$ cat src/rtl/uart_frame_parser.sv
// Parses SYNC/CMD/LEN/payload/CHK command frames from a UART byte stream.
// Payload streams out speculatively; each frame ends with one pass/fail report.
module uart_frame_parser #(
  parameter logic [7:0]  SYNC_BYTE      = 8'hA5,
  parameter int unsigned MAX_LEN        = 16,
  parameter int unsigned TIMEOUT_CYCLES = 100_000
) (
  input  logic       i_clk,
  input  logic       i_rst_n,
  input  logic [7:0] i_rx_byte,
  input  logic       i_rx_byte_valid,
  input  logic       i_rx_err,
  output logic [7:0] o_cmd,
  output logic [7:0] o_len,
  output logic [7:0] o_data,
  output logic       o_data_valid,
  output logic       o_data_last,
  output logic       o_frame_done,
  output logic       o_frame_ok,
  output logic [2:0] o_err_code
);

  localparam int unsigned    TmoW    = $clog2(TIMEOUT_CYCLES + 1);
  localparam logic [TmoW-1:0] TmoLast = TmoW'(TIMEOUT_CYCLES - 1);
  localparam logic [7:0]     MaxLen  = 8'(MAX_LEN);

  localparam logic [2:0] ErrNone    = 3'd0;
  localparam logic [2:0] ErrParity  = 3'd1;
  localparam logic [2:0] ErrLength  = 3'd2;
  localparam logic [2:0] ErrChksum  = 3'd3;
  localparam logic [2:0] ErrTimeout = 3'd4;

  typedef enum logic [2:0] {
    StHunt,
    StCmd,
    StLen,
    StPay,
    StChk
  } state_e;

  state_e          state_q, state_d;
  logic [7:0]      sum_q, sum_d;
  logic [7:0]      cnt_q, cnt_d;
  logic [TmoW-1:0] tmo_q, tmo_d;

  logic [7:0] cmd_d, len_d, data_d;
  logic       data_valid_d, data_last_d, done_d, ok_d;
  logic [2:0] err_d;

  logic       ev_any, ev_byte, expired, abort;
  logic [2:0] abort_code;
  logic [7:0] sum_next;

  always_comb begin
    // A simultaneous parity error overrides the byte strobe.
    ev_any   = i_rx_byte_valid | i_rx_err;
    ev_byte  = i_rx_byte_valid & ~i_rx_err;
    sum_next = sum_q + i_rx_byte;

    state_d      = state_q;
    sum_d        = sum_q;
    cnt_d        = cnt_q;
    tmo_d        = ev_any ? '0 : tmo_q + TmoW'(1);
    cmd_d        = o_cmd;
    len_d        = o_len;
    data_d       = o_data;
    data_valid_d = 1'b0;
    data_last_d  = 1'b0;
    done_d       = 1'b0;
    ok_d         = o_frame_ok;
    err_d        = o_err_code;
    abort        = 1'b0;
    abort_code   = ErrNone;
    expired      = !ev_any && (tmo_q == TmoLast);

    case (state_q)
      StHunt: begin
        if (ev_byte && (i_rx_byte == SYNC_BYTE)) state_d = StCmd;
      end
      StCmd: begin
        if (ev_byte) begin
          cmd_d   = i_rx_byte;
          sum_d   = i_rx_byte;
          state_d = StLen;
        end
      end
      StLen: begin
        if (ev_byte) begin
          if (i_rx_byte > MaxLen) begin
            abort      = 1'b1;
            abort_code = ErrLength;
          end else begin
            len_d   = i_rx_byte;
            sum_d   = sum_next;
            cnt_d   = '0;
            state_d = (i_rx_byte == 8'd0) ? StChk : StPay;
          end
        end
      end
      StPay: begin
        if (ev_byte) begin
          data_d       = i_rx_byte;
          data_valid_d = 1'b1;
          sum_d        = sum_next;
          cnt_d        = cnt_q + 8'd1;
          if ((cnt_q + 8'd1) == o_len) begin
            data_last_d = 1'b1;
            state_d     = StChk;
          end
        end
      end
      StChk: begin
        if (ev_byte) begin
          if (sum_next == 8'd0) begin
            done_d  = 1'b1;
            ok_d    = 1'b1;
            err_d   = ErrNone;
            state_d = StHunt;
          end else begin
            abort      = 1'b1;
            abort_code = ErrChksum;
          end
        end
      end
      default: state_d = StHunt;
    endcase

    if (state_q inside {StCmd, StLen, StPay, StChk}) begin
      if (i_rx_err) begin
        abort      = 1'b1;
        abort_code = ErrParity;
      end else if (expired) begin
        abort      = 1'b1;
        abort_code = ErrTimeout;
      end
    end

    if (abort) begin
      done_d  = 1'b1;
      ok_d    = 1'b0;
      err_d   = abort_code;
      state_d = StHunt;
    end

    // Timeout only runs inside a frame.
    if (state_d == StHunt) tmo_d = '0;
  end

  always_ff @(posedge i_clk) begin
    if (!i_rst_n) begin
      state_q      <= StHunt;
      sum_q        <= '0;
      cnt_q        <= '0;
      tmo_q        <= '0;
      o_cmd        <= '0;
      o_len        <= '0;
      o_data       <= '0;
      o_data_valid <= 1'b0;
      o_data_last  <= 1'b0;
      o_frame_done <= 1'b0;
      o_frame_ok   <= 1'b0;
      o_err_code   <= '0;
    end else begin
      state_q      <= state_d;
      sum_q        <= sum_d;
      cnt_q        <= cnt_d;
      tmo_q        <= tmo_d;
      o_cmd        <= cmd_d;
      o_len        <= len_d;
      o_data       <= data_d;
      o_data_valid <= data_valid_d;
      o_data_last  <= data_last_d;
      o_frame_done <= done_d;
      o_frame_ok   <= ok_d;
      o_err_code   <= err_d;
    end
  end

endmodule
$ cat config.mk
export PLATFORM = sky130hd
export DESIGN_NAME = uart_frame_parser
export DESIGN_NICKNAME = d
export VERILOG_FILES = /design/src/rtl/uart_frame_parser.sv
export SDC_FILE = /design/constraint.sdc
export NUM_CORES = 1
export LEC_CHECK = 0
export ABC_AREA = 1
export CORE_MARGIN = 2
export CORE_UTILIZATION = 40
export DETAILED_ROUTE_END_ITERATION = 12
export PLACE_DENSITY_LB_ADDON = 0.3
export SLEW_MARGIN = 20
export SYNTH_ARGS = -nofsm -noshare
export SYNTH_HDL_FRONTEND = slang
export SYNTH_SLANG_ARGS = --single-unit
export TNS_END_PERCENT = 10
$ cat constraint.sdc
create_clock -name i_clk -period 3.4 [get_ports i_clk]
set_input_delay 1.02 -clock i_clk [delete_from_list [all_inputs] [get_ports i_clk]]
set_output_delay 1.02 -clock i_clk [all_outputs]
set_load 0.02 [all_outputs]
* Yosys cells after proc, flatten, opt, wreduce, memory -nomap -nowiden
Cells that the tools add are included.
** Storage, ports and cells
- Register bits :: 67
- Input port bits :: 12
- Output and inout bits :: 31
** Operators by class
- Add/subtract/negate cells :: 3
- $lt $le $gt $ge :: 1
- Equal/unequal tests :: 11
- Muxes and demuxes :: 46
- Bitwise operators :: 5
- Reduce and logical (&&, ||, !) cells :: 24
** Operator list (count)
- 8-bit 2-to-1 mux :: 7
- 3-bit 2-to-1 mux :: 17
- 8-bit case mux with 3 select lines :: 1
- 17-bit by 1-bit adder with 17-bit output (second input constant) :: 1
- 17-bit == test (second input constant) :: 1
- 8-bit logical NOT :: 2
- 8-bit case mux with 2 select lines :: 1
- 3-bit case mux with 5 select lines :: 1
- 1-bit 2-to-1 mux :: 13
- 3-bit AND reduction :: 4
- 8-bit by 1-bit adder with 8-bit output (second input constant) :: 1
- 8-bit adder :: 1
- 8-bit == test :: 1
- 8-bit == test (second input constant) :: 1
- 8-bit by 5-bit > comparator with 1-bit output (second input constant) :: 1
- 2-bit 2-to-1 mux :: 4
- 2-bit inequality test (second input constant) :: 4
- 2-bit nonzero test :: 4
- 3-bit by 2-bit == test with 1-bit output (second input constant) :: 2
- 3-bit logical NOT :: 2
- 2-bit AND reduction :: 3
- 5-bit AND reduction :: 1
- 2-bit case mux with 2 select lines :: 1
- 4-bit AND reduction :: 1
- 12 further kinds :: 15

* Logic depth before layout (Yosys ltp)
Gate-level depths: netlist (run 1).
- Depth after elaboration :: 11
- Depth in mapped cells :: 20

* Worst setup path before layout (run 1)
OpenSTA, ideal clock, no wires.
- Kind :: input to register
- From :: in i_rx_byte[0]
- To :: reg tmo_q[2]
- Setup time :: 121 ps
- Arrival :: 2868 ps
- Data required time :: 3279 ps
- Path slack :: 412 ps
- Stages :: 18
- Path buffers :: 1
- Cell sequence :: ha_1 -> inv_1 -> fa_1 -> inv_1 -> nand2_1 -> nand2_1 -> nand3_1 -> nand2_1 -> nand3_2 -> nor2_4 -> nand3_1 -> nand2_1 -> nand3_2 -> nand2_2 -> nand3_2 -> nand2_4 -> buf_12 -> nor2_4
** On the way
- Word-level cells in the longest chain between the ends :: 11
- Elaborated cells between the ends (all ways) :: 24
** Ends and longest elaborated chain
- start, declared :: line 10 : input logic [7:0] i_rx_byte,
- 8-bit adder :: line 58 : sum_next = sum_q + i_rx_byte;
- 8-bit logical NOT :: line 114 : if (sum_next == 8'd0) begin
- 1-bit 2-to-1 mux :: line 114
- 1-bit 2-to-1 mux :: line 113 : if (ev_byte) begin
- 1-bit case mux with 2 select lines :: line 76 : case (state_q)
- 1-bit 2-to-1 mux :: line 132 : end else if (expired) begin
- 1-bit 2-to-1 mux :: line 129 : if (i_rx_err) begin
- 1-bit 2-to-1 mux :: line 128 : if (state_q inside {StCmd, StLen, StPay, StChk}) begin
- 3-bit 2-to-1 mux (*) :: line 138 : if (abort) begin
- 3-bit logical NOT (*) :: line 146 : if (state_d == StHunt) tmo_d = '0;
- 3-bit OR reduction (no line) (*)
- end signal, assigned :: line 167 : tmo_q <= tmo_d;
- end, declared :: line 44 : logic [TmoW-1:0] tmo_q, tmo_d;
Every way passes the cells marked *; elsewhere a longest branch is shown, timed or not.
A chain may end at the register's enable or synchronous reset.

* Worst setup path after layout (run 1)
- From :: in i_rx_byte[0]
- To :: reg tmo_q[4]
Same word-level chain as after synthesis.

==> results of run 1 <==
[area by class of cell]
class                      count  area, um^2
timing repair buffer          68         658
inverter                      67         254
sequential                    67        1340
clock inverter                 7         100
multi-input combinational    343        2000
tap                          108         135
fill                         856        4200
clock buffer                   9         124
[per-layer routing]
layer  global-route usage [%]  vias up
li1                         -     1736
met5                        0        -
met2                     29.9       66
met1                     23.4     1517
met3                     5.06       11
met4                     5.16        0
[what timing repair did]
item,4_1_cts,5_1_grt
endpoints found under the setup margin,0,20
resized for setup,0,4
endpoints found under the hold margin,0,0
[critical path, stage by stage]
cell	delay (ns)
clkdlybuf4s50_1	0.49
ha_2	0.19
inv_1	0.05
fa_2	0.34
inv_1	0.09
nand2_1	0.06
nand2_2	0.08
nand3_1	0.09
nand2_1	0.09
nand3_2	0.11
nor2_4	0.16
nand3_2	0.10
nand2_1	0.08
nand3_2	0.06
nand2_2	0.07
nand3_2	0.09
nand2_4	0.12
clkbuf_16	0.17
nor2_4	0.03
[stage by stage]
step / power, mW / utilization (%) / hold WS (ns) / worst slack, ns / setup TNS (ns)
finish: 1.63 / 52.4 / 0.477 / 0.148 / 0
global route: 1.69 / 52.4 / 0.502 / 0.00798 / 0
detailed placement: 0.888 / 49.4 / 0.461 / -0.218 / -3.90
floorplan: 0.846 / - / 0.446 / 0.412 / 0
global placement: 0.888 / 49.4 / 0.459 / -0.161 / -2.76
CTS: 1.65 / 51.9 / 0.481 / 0.120 / 0
[cell usage after synthesis (all sizes together)]
library cell / instances / share of area [%]
nor3: 9 / 1.4
nand2: 96 / 12
ha: 9 / 3.1
xnor2: 8 / 1.9
nand3b: 1 / 0.21
nor2: 64 / 10
buf: 7 / 1.5
a211oi: 3 / 0.62
or2: 4 / 0.68
o21ai: 31 / 4.2
fa: 1 / 0.55
and3: 2 / 0.34
nor4: 4 / 0.68
o32ai: 4 / 0.96
o31ai: 2 / 0.41
a31oi: 3 / 0.51
o211ai: 1 / 0.21
o221ai: 1 / 0.24
inv: 67 / 7.0
dfxtp: 67 / 37
xor2: 11 / 2.6
nand4: 11 / 1.9
nand3: 45 / 6.8
clkbuf: 5 / 0.51
a21oi: 33 / 4.5
[cell families after synthesis]
family,after synthesis
xor+xnor,19
flops,67
compound gates,78
fa+ha+maj,10
buf+inv,79
simple gates,236
[registers in the layout, summed over array words and instances, names as in the netlist]
register	flops
o_err_code	3
cnt_q	8
o_data_last	1
o_frame_done	1
sum_q	8
o_cmd	8
o_data_valid	1
o_data	8
o_frame_ok	1
tmo_q	17
o_len	8
state_q	3
[power by group]
| group | total [mW] | leakage, nW | switching, mW | internal (mW) |
|---|---|---|---|---|
| logic | 0.0869 | 1.24 | 0.0498 | 0.0370 |
| registers | 0.784 | 0.539 | 0.0000818 | 0.784 |
| clock network | 0.758 | 0.114 | 0.339 | 0.419 |
[path summary, 6_finish.rpt]
kind | endpoint | slack [ns] | cells after the start
setup / recovery | tmo_q[4] | 0.15 | 19
hold / removal | o_err_code[0] | 0.48 | 2
setup reg to reg | tmo_q[4] | 0.97 | 17
hold reg to reg | o_err_code[0] | 0.48 | 2
==> reports/summary.json, run 1 <==
{
  "cts": {
    "clock_tree.buffer_depth": 2,
    "tritoncts": "yes",
    "cts_hold_buf": 0,
    "cts-root-buf": "clkbuf_8",
    "cts_htree_levels": 3,
    "clk_transition_reported_paths_ns": 0.07,
    "numClockSinks": 67,
    "cts.repair_timing.setup_buffer_count": 0,
    "clk-insertion-delay-late_ns": 0.35,
    "numCtsBuffers": 9
  },
  "worst_setup_path": {
    "reg_to_reg_start": "cnt_q[0]",
    "cp.arrival_ns": 3.49,
    "worst-endpoint-required_ns": 3.64,
    "end_kind": "flop",
    "critPathLaunchType": "input pin",
    "cp_max_fo": 4,
    "timing_worst_setup_path_type": "in2reg",
    "startpoint_of_the_worst_setup_timing_path": "i_rx_byte[0]"
  },
  "drt": {
    "drt_iter0_drc": 105,
    "met2WireLength_um": 4000,
    "remaining_number_of_nets_flagged_by_the_antenna_check_after_routing": 0,
    "met3RoutedLength_um": 322,
    "topRoutingLayerUsed": "met4",
    "wire_per_inst_um": 12.8,
    "vias_per_cell": 4.98,
    "detailedRoute.firstPassIterationCount": 4,
    "finalWirelength_um": 8560,
    "vias": 3330,
    "route.detailed.drc": 0,
    "met1Wirelength_um": 4130
  },
  "worst_hold_path": {
    "hold_path_class": "reg2reg",
    "worst_min_path_start": "o_err_code[0]"
  },
  "finish": {
    "design_area_mm2": 0.00461,
    "n_antenna_cell": 0,
    "net_total_in_the_final_layout": 578,
    "top_library_cells_by_usage_in_the_layout_fill_and_taps_aside": "nand2_1 (73), dfxtp_1 (67), inv_1 (60)",
    "area_growth_pct": 26.2,
    "layout.cells.most_common": "nand2_1",
    "drive_above_1_share_pct": 18.4,
    "fin_cells": 669
  },
  "timing": {
    "slew_headroom_pct": 68.1,
    "worst-slew-pin-transition_ns": 0.477,
    "rsz0062_at_grt": "false",
    "max_freq_mhz": 308,
    "final.min_clock_period_ns": 3.25,
    "setup_viol_count_final": 0,
    "timing_max_transition_violations_final": 0,
    "final_min_period_over_clock_period_pct": 95.6,
    "final_hold_viol_count": 0,
    "skew_ns": 0.0134
  },
  "global_route": {
    "grt_first_pass_wirelength_um": 14600,
    "first_global_vias": 3238,
    "track_usage_pct": 18.2,
    "globalRoute.totalOverflow": 0,
    "grt_start_max_net_pins": 31,
    "antenna_violations_before_repair": 0
  },
  "synthesis": {
    "synth_xor_xnor_area_share_pct": 4.55,
    "netlist_instances": 489,
    "yosys.area_share.adder_pct": 3.63,
    "yosys.cell_types.count": 39,
    "syn_avg_cell_area_um2": 7.47,
    "synth_compound_gate_area_share_pct": 11.7,
    "synth.area.mux_share_pct": 0,
    "ys_seq_area_share_pct": 36.7,
    "syn-num-nets": 511,
    "yosysWarnings": 0,
    "post_synth_and_or_nand_nor_area_fraction_pct": 34.5,
    "post_synth_instance_area_mm2": 0.00365,
    "postSynthRegisterBits": 67,
    "dominant_combinational_cell_family_by_area_after_synthesis": "simple AND/OR/NAND/NOR gates"
  },
  "place": {
    "placement.io_buffers": 42,
    "dpl-instance-area_mm2": 0.00435,
    "dpl.hpwl_um": 6350,
    "place_inst": 652,
    "finalWeightedCongestion": 0.822
  },
  "die": {
    "fp.coreArea_mm2": 0.00881,
    "top_level_ports": 43,
    "die_area_mm2": 0.00991,
    "die_w_um": 99.6,
    "start_util_pct": 41.5,
    "placement_rows": 34,
    "die_height_um": 99.6
  },
  "pwr": {
    "vdd.ir_drop.worst_uv": 178,
    "power.density_cell_area_mw_per_mm2": 353,
    "leakage_nw": 1.89
  },
  "status": {
    "status": "completed"
  },
  "flow_run": {
    "maxCapViolCount": 0
  }
}
Power figures use the tool's default switching activity.
==> run 2, diff against run 1 <==
- CORE_MARGIN: 2 -> 4
- SKIP_CTS_REPAIR_TIMING: unset -> 1
==> reports/summary.json, run 2 (synthesis results as in run 1) <==
{
  "status": {
    "status": {"value": "completed", "change": "unchanged"}
  },
  "die": {
    "top_level_ports": {"value": 43, "change": "unchanged"},
    "fp.coreArea": {"value": 0.00881, "unit": "mm^2", "change": "unchanged"},
    "die_area": {"value": 0.0107, "unit": "mm^2", "change": "was 0.00991 mm^2"},
    "die_height": {"value": 104, "unit": "um", "change": "was 99.6 um"},
    "die_w": {"value": 104, "unit": "um", "change": "was 99.6 um"},
    "start_util": {"value": 41.5, "unit": "%", "change": "unchanged"},
    "placement_rows": {"value": 34, "change": "unchanged"}
  },
  "global_route": {
    "grt_start_max_net_pins": {"value": 31, "change": "unchanged"},
    "globalRoute.totalOverflow": {"value": 0, "change": "unchanged"},
    "antenna_violations_before_repair": {"value": 0, "change": "unchanged"},
    "track_usage": {"value": 16.4, "unit": "%", "change": "was 18.2%"},
    "grt_first_pass_wirelength": {"value": 14900, "unit": "um", "change": "was 14600 um"},
    "first_global_vias": {"value": 3256, "change": "was 3238"}
  },
  "worst_setup_path": {
    "cp.arrival": {"value": 3.46, "unit": "ns", "change": "was 3.49 ns"},
    "timing_worst_setup_path_type": {"value": "in2reg", "change": "unchanged"},
    "worst-endpoint-required": {"value": 3.63, "unit": "ns", "change": "was 3.64 ns"},
    "cp_max_fo": {"value": 7, "change": "was 4"},
    "critPathLaunchType": {"value": "input pin", "change": "unchanged"},
    "end_kind": {"value": "flop", "change": "unchanged"}
  },
  "cts": {
    "clk_transition_reported_paths": {"value": 0.08, "unit": "ns", "change": "was 0.07 ns"},
    "clk-insertion-delay-late": {"value": 0.34, "unit": "ns", "change": "was 0.35 ns"},
    "numClockSinks": {"value": 67, "change": "unchanged"},
    "cts-root-buf": {"value": "clkbuf_8", "change": "unchanged"},
    "tritoncts": {"value": "yes", "change": "unchanged"},
    "clock_tree.buffer_depth": {"value": 2, "change": "unchanged"},
    "cts_htree_levels": {"value": 3, "change": "unchanged"},
    "numCtsBuffers": {"value": 9, "change": "unchanged"}
  },
  "place": {
    "placement.io_buffers": {"value": 42, "change": "unchanged"},
    "dpl-instance-area": {"value": 0.00434, "unit": "mm^2", "change": "was 0.00435 mm^2"},
    "dpl.hpwl": {"value": 6480, "unit": "um", "change": "was 6350 um"},
    "finalWeightedCongestion": {"value": 0.820, "change": "was 0.822"}
  },
  "timing": {
    "final_min_period_over_clock_period": {"value": 95.0, "unit": "%", "change": "was 95.6%"},
    "slew_headroom": {"value": 68.5, "unit": "%", "change": "was 68.1%"},
    "final.min_clock_period": {"value": 3.23, "unit": "ns", "change": "was 3.25 ns"},
    "fin_setup_tns": {"value": 0, "unit": "ns", "change": "unchanged"},
    "max_freq": {"value": 309, "unit": "MHz", "change": "was 308 MHz"},
    "timing_max_transition_violations_final": {"value": 0, "change": "unchanged"},
    "setup_viol_count_final": {"value": 0, "change": "unchanged"},
    "rsz0062_at_grt": {"value": "false", "change": "unchanged"},
    "worst-slew-pin-transition": {"value": 0.471, "unit": "ns", "change": "was 0.477 ns"},
    "skew": {"value": 0.00937, "unit": "ns", "change": "was 0.0134 ns"},
    "fin_hold_ws": {"value": 0.482, "unit": "ns", "change": "was 0.477 ns"},
    "final_hold_viol_count": {"value": 0, "change": "unchanged"}
  },
  "flow_run": {
    "maxCapViolCount": {"value": 0, "change": "unchanged"}
  },
  "pwr": {
    "power.share.switching": {"value": 25.1, "unit": "%", "change": "was 23.9%"},
    "power.density_cell_area": {"value": 342, "unit": "mW/mm^2", "change": "was 353 mW/mm^2"},
    "internal_power": {"value": 1.17, "unit": "mW", "change": "was 1.24 mW"},
    "leakage": {"value": 1.86, "unit": "nW", "change": "was 1.89 nW"},
    "totalPowerFinal": {"value": 1.56, "unit": "mW", "change": "was 1.63 mW"},
    "share_clk_of_total_power": {"value": 44.4, "unit": "%", "change": "was 46.5%"},
    "vdd.ir_drop.worst": {"value": 216, "unit": "uV", "change": "was 178 uV"},
    "seq_power_share": {"value": 50.1, "unit": "%", "change": "was 48.1%"},
    "share_comb_of_total_power": {"value": 5.4, "unit": "%", "change": "was 5.3%"},
    "net_switching_power_of_the_design": {"value": 0.393, "unit": "mW", "change": "was 0.389 mW"}
  },
  "finish": {
    "num-fill-cells": {"value": 828, "change": "was 856"},
    "area_growth": {"value": 25.0, "unit": "%", "change": "was 26.2%"},
    "largest-register": {"value": "tmo_q", "change": "unchanged"},
    "n_antenna_cell": {"value": 0, "change": "unchanged"},
    "net_total_in_the_final_layout": {"value": 576, "change": "was 578"},
    "design_area": {"value": 0.00457, "unit": "mm^2", "change": "was 0.00461 mm^2"},
    "drive_above_1_share": {"value": 18.4, "unit": "%", "change": "about the same"},
    "final_util": {"value": 51.9, "unit": "%", "change": "was 52.4%"},
    "top_library_cells_by_usage_in_the_layout_fill_and_taps_aside": {"value": "nand2_1 (72), dfxtp_1 (67), inv_1 (60)", "change": "was nand2_1 (73), dfxtp_1 (67), inv_1 (60)"},
    "layout.cells.most_common": {"value": "nand2_1", "change": "unchanged"},
    "largest_reg_flops": {"value": 17, "change": "unchanged"}
  },
  "worst_hold_path": {
    "hold_path_class": {"value": "reg2reg", "change": "unchanged"}
  },
  "drt": {
    "drt_iter0_drc": {"value": 176, "change": "was 105"},
    "route.detailed.drc": {"value": 0, "change": "unchanged"},
    "wire_per_inst": {"value": 12.7, "unit": "um", "change": "was 12.8 um"},
    "finalWirelength": {"value": 8490, "unit": "um", "change": "was 8560 um"},
    "remaining_number_of_nets_flagged_by_the_antenna_check_after_routing": {"value": 0, "change": "unchanged"},
    "vias_per_cell": {"value": 4.98, "change": "about the same"},
    "vias": {"value": 3323, "change": "was 3330"},
    "detailedRoute.firstPassIterationCount": {"value": 5, "change": "was 4"}
  }
}
==> run 2: layout make-up <==
class	instances	area, um^2	share of cell area [%]
clock buffers	9	124	2.71
well taps	108	135	2.96
repair buffers	66	626	13.7
multi-input cells	343	2000	43.9
flip-flops and latches	67	1340	29.4
inverters	67	254	5.56
clock inverters	7	83.8	1.84
==> run 2: metal layers <==
metal,vias to the layer above,routed length (um),global-route usage [%]
li1,1734,-,-
met1,1515,4050,21.5
met2,67,4030,26.9
met3,7,337,3.73
met4,0,80,5.41
met5,-,0,0
==> run 2: power groups by stage <==
| stage | combinational [mW] | sequential [mW] | clock, mW |
|---|---|---|---|
| 4_1_cts | 0.0846 | 0.784 | 0.716 |
| 3_3_place_gp | 0.0834 | 0.803 | 0 |
| 3_5_place_dp | 0.0840 | 0.803 | 0 |
| 5_1_grt | 0.0946 | 0.784 | 0.749 |
| 2_1_floorplan | 0.0435 | 0.803 | 0 |
| 6_report | 0.0852 | 0.784 | 0.695 |
==> run 2: worst paths after layout <==
kind / from / end / slack, ns / cells after the start
setup reg to reg: cnt_q[0] / tmo_q[5] / 1.00 / 17
setup / recovery: i_rx_byte[0] / tmo_q[5] / 0.17 / 16
hold / removal: o_err_code[1] / o_err_code[1] / 0.48 / 2
hold reg to reg: o_err_code[1] / o_err_code[1] / 0.48 / 2
==> run 2: worst max-delay path, stage by stage <==
cell and delay (ns):
clkdlybuf4s50_1 0.49, ha_2 0.19, inv_1 0.05, fa_2 0.52
nand2_1 0.05, nor2_1 0.16, nand3_2 0.12, nor2_4 0.15
nand3_2 0.10, nand2_2 0.09, nand3_2 0.06, nand2_2 0.07
nand3_2 0.09, nand2_4 0.10, buf_12 0.15, nor2_4 0.03
==> run 2: metrics by stage <==
| step | worst slack [ns] | std cells |
|---|---|---|
| 2_1_floorplan | 0.412 | 489 |
| 3_3_place_gp | -0.155 | 651 |
| 3_5_place_dp | -0.205 | 651 |
| 4_1_cts | 0.153 | 667 |
| 5_1_grt | 0.00403 | 667 |
| 6_report | 0.168 | 667 |
==> patch 1, RTL diff (config.mk and constraints of run 1) <==
Take the reset off `sum_q` and load it in a clocked block of its own.
--- a/src/rtl/uart_frame_parser.sv
+++ b/src/rtl/uart_frame_parser.sv
@@ -151,3 +151,2 @@
       state_q      <= StHunt;
-      sum_q        <= '0;
       cnt_q        <= '0;
@@ -164,3 +163,2 @@
       state_q      <= state_d;
-      sum_q        <= sum_d;
       cnt_q        <= cnt_d;
@@ -178,2 +176,6 @@
 
+  always_ff @(posedge i_clk) begin
+    sum_q <= sum_d;
+  end
+
 endmodule
Function: no difference found for any inputs over 4 cycles, from zero or initial values and one cycle with i_rst_n low; that may be too few to reach the edited logic, so the function may still have changed.
==> patch 1 against run 1 <==
Final cell count fell by 0.60%; setup slack better by 0.089 ns; final area fell by 2.7%; largest cell class unchanged; largest power group unchanged; synthesized area down 2.5%; total power fell by 3.0%; sequential cell count is the same; critical path type unchanged; highest routed layer unchanged; wire length down 2.8%.
==> patch 1: results <==
group,metric,value,unit
run_status,outcome,"finished, final reports clean",
setup_path,crit_end,"tmo_q[0]$_SDFF_PP0_",
synth,synth_fa_ha_area_share,3.72,%
synth,synth.area.top_cells,"dfxtp_1 33%, nand2_1 9.8%, inv_1 6.8%",
grt,grt_pass1_wl,14200,um
synth,synth_compound_area_share,9.87,%
timing,maxSlewHeadroom,68.0,%
final_layout,synthToLayoutAreaGrowth,25.9,%
power_and_ir_drop,finalPower,1580,uW
power_and_ir_drop,p_leak,0.00183,uW
synth,syn-num-nets,506,
worst_hold_path,min_delay_path_depth,1,
grt,grt_pass1_vias,3119,
drt,drt_iter0_drc,146,
setup_path,crit_slowest_cell,"fa_2",
power_and_ir_drop,vdd_drop_max,0.210,mV
final_layout,seq_area,1420,um2
final_layout,fin_nets,574,
final_layout,buf_share,14.3,%
synth,seq_area_frac_synth,39.9,%
power_and_ir_drop,powerClk,681,uW
synth,synth_commonest_cells,"93 x nand2_1, 65 x inv_1, 59 x dfxtp_1, 56 x nor2_1, 37 x nand3_1",
setup_path,critPathMaxFanout,11,
setup_path,critical-path-max-stage-delay,0.52,ns
placed_design,gp_congestion,0.838,
synth,yosys.area_share.xor_xnor,4.42,%
final_layout,n_clock_buffer,12,
drt,totalWireLength,8320,um
drt,first_pass_iters,5,
grt,grt.total_usage,18.1,%
grt,grt_start_max_net_pins,22,
power_and_ir_drop,p_seq,799,uW
worst_hold_path,min_from,"tmo_q[0]$_SDFF_PP0_",
drt,vias,3267,
timing,fin_crit_sh,93.0,%
setup_path,cp.arrival,3.44,ns
patch 1: cell count changes in the layout (fill, tap and decap cells not counted), moves of 3 or more:
| cell | change |
|---|---|
| nand2_4 | -3 |
| nand3_2 | -3 |
| inv_2 | -5 |
| nand3b_1 | +5 |
| dfxtp_1 | -8 |
| nand2_2 | -11 |
| nor2_1 | +12 |
| a21oi_1 | -3 |
| nor2_4 | -3 |
| nand2_1 | +20 |
| o32ai_1 | -4 |
| a22oi_1 | +3 |
| inv_1 | +5 |
| edfxtp_1 | +8 |
patch 1: metrics by stage:
stage / utilization, % / cells
finish: 51.7 / 665
global route: 51.7 / 665
CTS: 51.6 / 665
detailed placement: 49.3 / 649
global placement: 49.3 / 649
floorplan: - / 484
patch 1: per-layer routing:
layer	share of wire [%]	vias up	global-route usage, %
met1	46	1493	23.0
li1	-	1702	-
met5	0	-	0
met4	1.6	0	5.58
met2	49	60	30.5
met3	3.8	12	4.37
==> patch 2, RTL diff (config.mk and constraints of run 1) <==
Without the edit above. Set the parameter `TIMEOUT_CYCLES` to 50_000 (it was 100_000).
--- a/src/rtl/uart_frame_parser.sv
+++ b/src/rtl/uart_frame_parser.sv
@@ -5,3 +5,3 @@
   parameter int unsigned MAX_LEN        = 16,
-  parameter int unsigned TIMEOUT_CYCLES = 100_000
+  parameter int unsigned TIMEOUT_CYCLES = 50_000
 ) (
Formal check against the unedited RTL: no difference found for any inputs over 4 cycles, from zero or initial values and one cycle with i_rst_n low; that may be too few to reach the edited logic, so the function may still have changed.
==> patch 2 against run 1 <==
Clock power shrank 13%; total power shrank 6.6%; maximum frequency grew 1.4%; critical path depth is the same; largest power group unchanged; largest cell class unchanged; highest routed layer unchanged; final area shrank 2.4%; synthesized area shrank 1.0%; critical path type unchanged; sequential cell count shrank 1; wire length grew 1.0%; non-clock buffer count shrank 2; setup slack gained 0.045 ns.
==> patch 2: results <==
group,metric,value,unit
synth,synth.distinct_cells,34,
synth,seq_area_frac_synth,36.5,%
placed_design,place_hpwl,6480,um
synth,syn-num-nets,513,
clock_network,cts_setup_buffers,0,
grt,grt_start_max_net_pins,31,
final_layout,fin_nets,577,
setup_path,rr_worst_depth,15,
timing,fin_skew,0.0137,ns
setup_path,cp.arrival,3.44,ns
grt,grt.total_usage,18.5,%
setup_path,crit-reg2reg-launch,"cnt_q[0]$_SDFFE_PN0P_",
clock_network,htree_levels,3,
power_and_ir_drop,p_sw_share,24.8,%
timing,maxSlewHeadroom,75.4,%
drt,vias,3325,
final_layout,largest_reg_flops,16,
setup_path,startpoint,"i_rx_byte[0]",
final_layout,layout-drive-gt1-share,17.7,%
clock_network,clock-root-buffer,"clkbuf_8",
drt,drt_iter0_drc,149,
run_status,outcome,"finished, final reports clean",
final_layout,nFillCells,827,
grt,grt_pass1_vias,3183,
setup_path,crit_end,"tmo_q[15]$_SDFF_PP0_",
drt,totalWireLength,8650,um
placed_design,gp_congestion,0.862,
worst_hold_path,min_delay_path_depth,1,
clock_network,clk_pin_slew,0.07,ns
drt,first_pass_iters,6,
grt,grt_pass1_wl,14500,um
power_and_ir_drop,p_leak,0.00180,uW
worst_hold_path,min_from,"tmo_q[0]$_SDFF_PP0_",
placed_design,post-place-ws,-0.244,ns
clock_network,cts_resized,0,
final_layout,diodes,0,
power_and_ir_drop,vdd_drop_max,0.190,mV
worst_hold_path,hold-path-endpoint,"tmo_q[0]$_SDFF_PP0_",
synth,synth_commonest_cells,"78 x nand2_1, 66 x dfxtp_1, 53 x inv_1, 48 x nor2_1, 46 x nand3_1",
setup_path,critPathMaxFanout,10,
timing,fin_ws,0.194,ns
clock_network,cts.sinks,66,
synth,synth.area.top_cells,"dfxtp_1 37%, nand2_1 8.1%, nand3_1 6.4%",
setup_path,r2r_slack,1.01,ns
==> patch 2: cell types whose count changed after synthesis, sizes merged, moves of 3 or more <==
cell | run 1 | this run
a21oi | 33 | 41
clkbuf | 5 | 8
inv | 67 | 59
nor2 | 64 | 68
nand3 | 45 | 51
nand2 | 96 | 101
o32ai | 4 | 0
==> patch 2: metrics by stage <==
stage                     instance area (um2)  setup TNS (ns)  std cells  power [uW]  hold slack, ns
after global placement                   4300           -2.21        652         876           0.454
final                                    4500               0        668        1520           0.473
after global routing                     4500       -0.000764        668        1580           0.504
after floorplan                          3620               0        491         834           0.442
after CTS                                4490               0        668        1530           0.479
after detailed placement                 4300           -4.36        652         877           0.460
==> patch 2: cells by family (layout without fill, tap and decap cells) <==
kind of cell | after synthesis | count (layout) | share of synthesized area (%)
simple gates | 245 | 245 | 35.7
compound gates | 79 | 79 | 11.3
buf+inv | 73 | 142 | 8.41
flops | 66 | 66 | 36.5
xor+xnor | 18 | 18 | 4.36
fa+ha+maj | 10 | 10 | 3.67
==> patch 2: area by class of cell <==
cell class                      instances  area, um2  share of cell area (%)
Multi-Input combinational cell        352       2000                    44.4
Sequential cell                        66       1320                    29.3
Timing Repair Buffer                   66        626                    13.9
Inverter                               60        225                    5.00
Tap cell                              108        135                    3.00
Clock buffer                            9        124                    2.75
Clock inverter                          7       70.1                    1.56
==> patch 2: layer usage <==
metal	part of all wire, %	track usage [%]	wire length (um)
met3	3.9	3.97	340
met2	46	29.6	4000
met4	1.8	7.48	153
met1	48	24.2	4160
met5	0	0	0
==> patch 2: power by group through the flow <==
stage | clock network (uW) | logic (uW) | registers [uW]
after floorplan | 0 | 43.4 | 791
after CTS | 674 | 87.2 | 772
final | 661 | 87.7 | 772
after detailed placement | 0 | 86.8 | 791
after global placement | 0 | 85.9 | 791
after global routing | 714 | 96.1 | 772
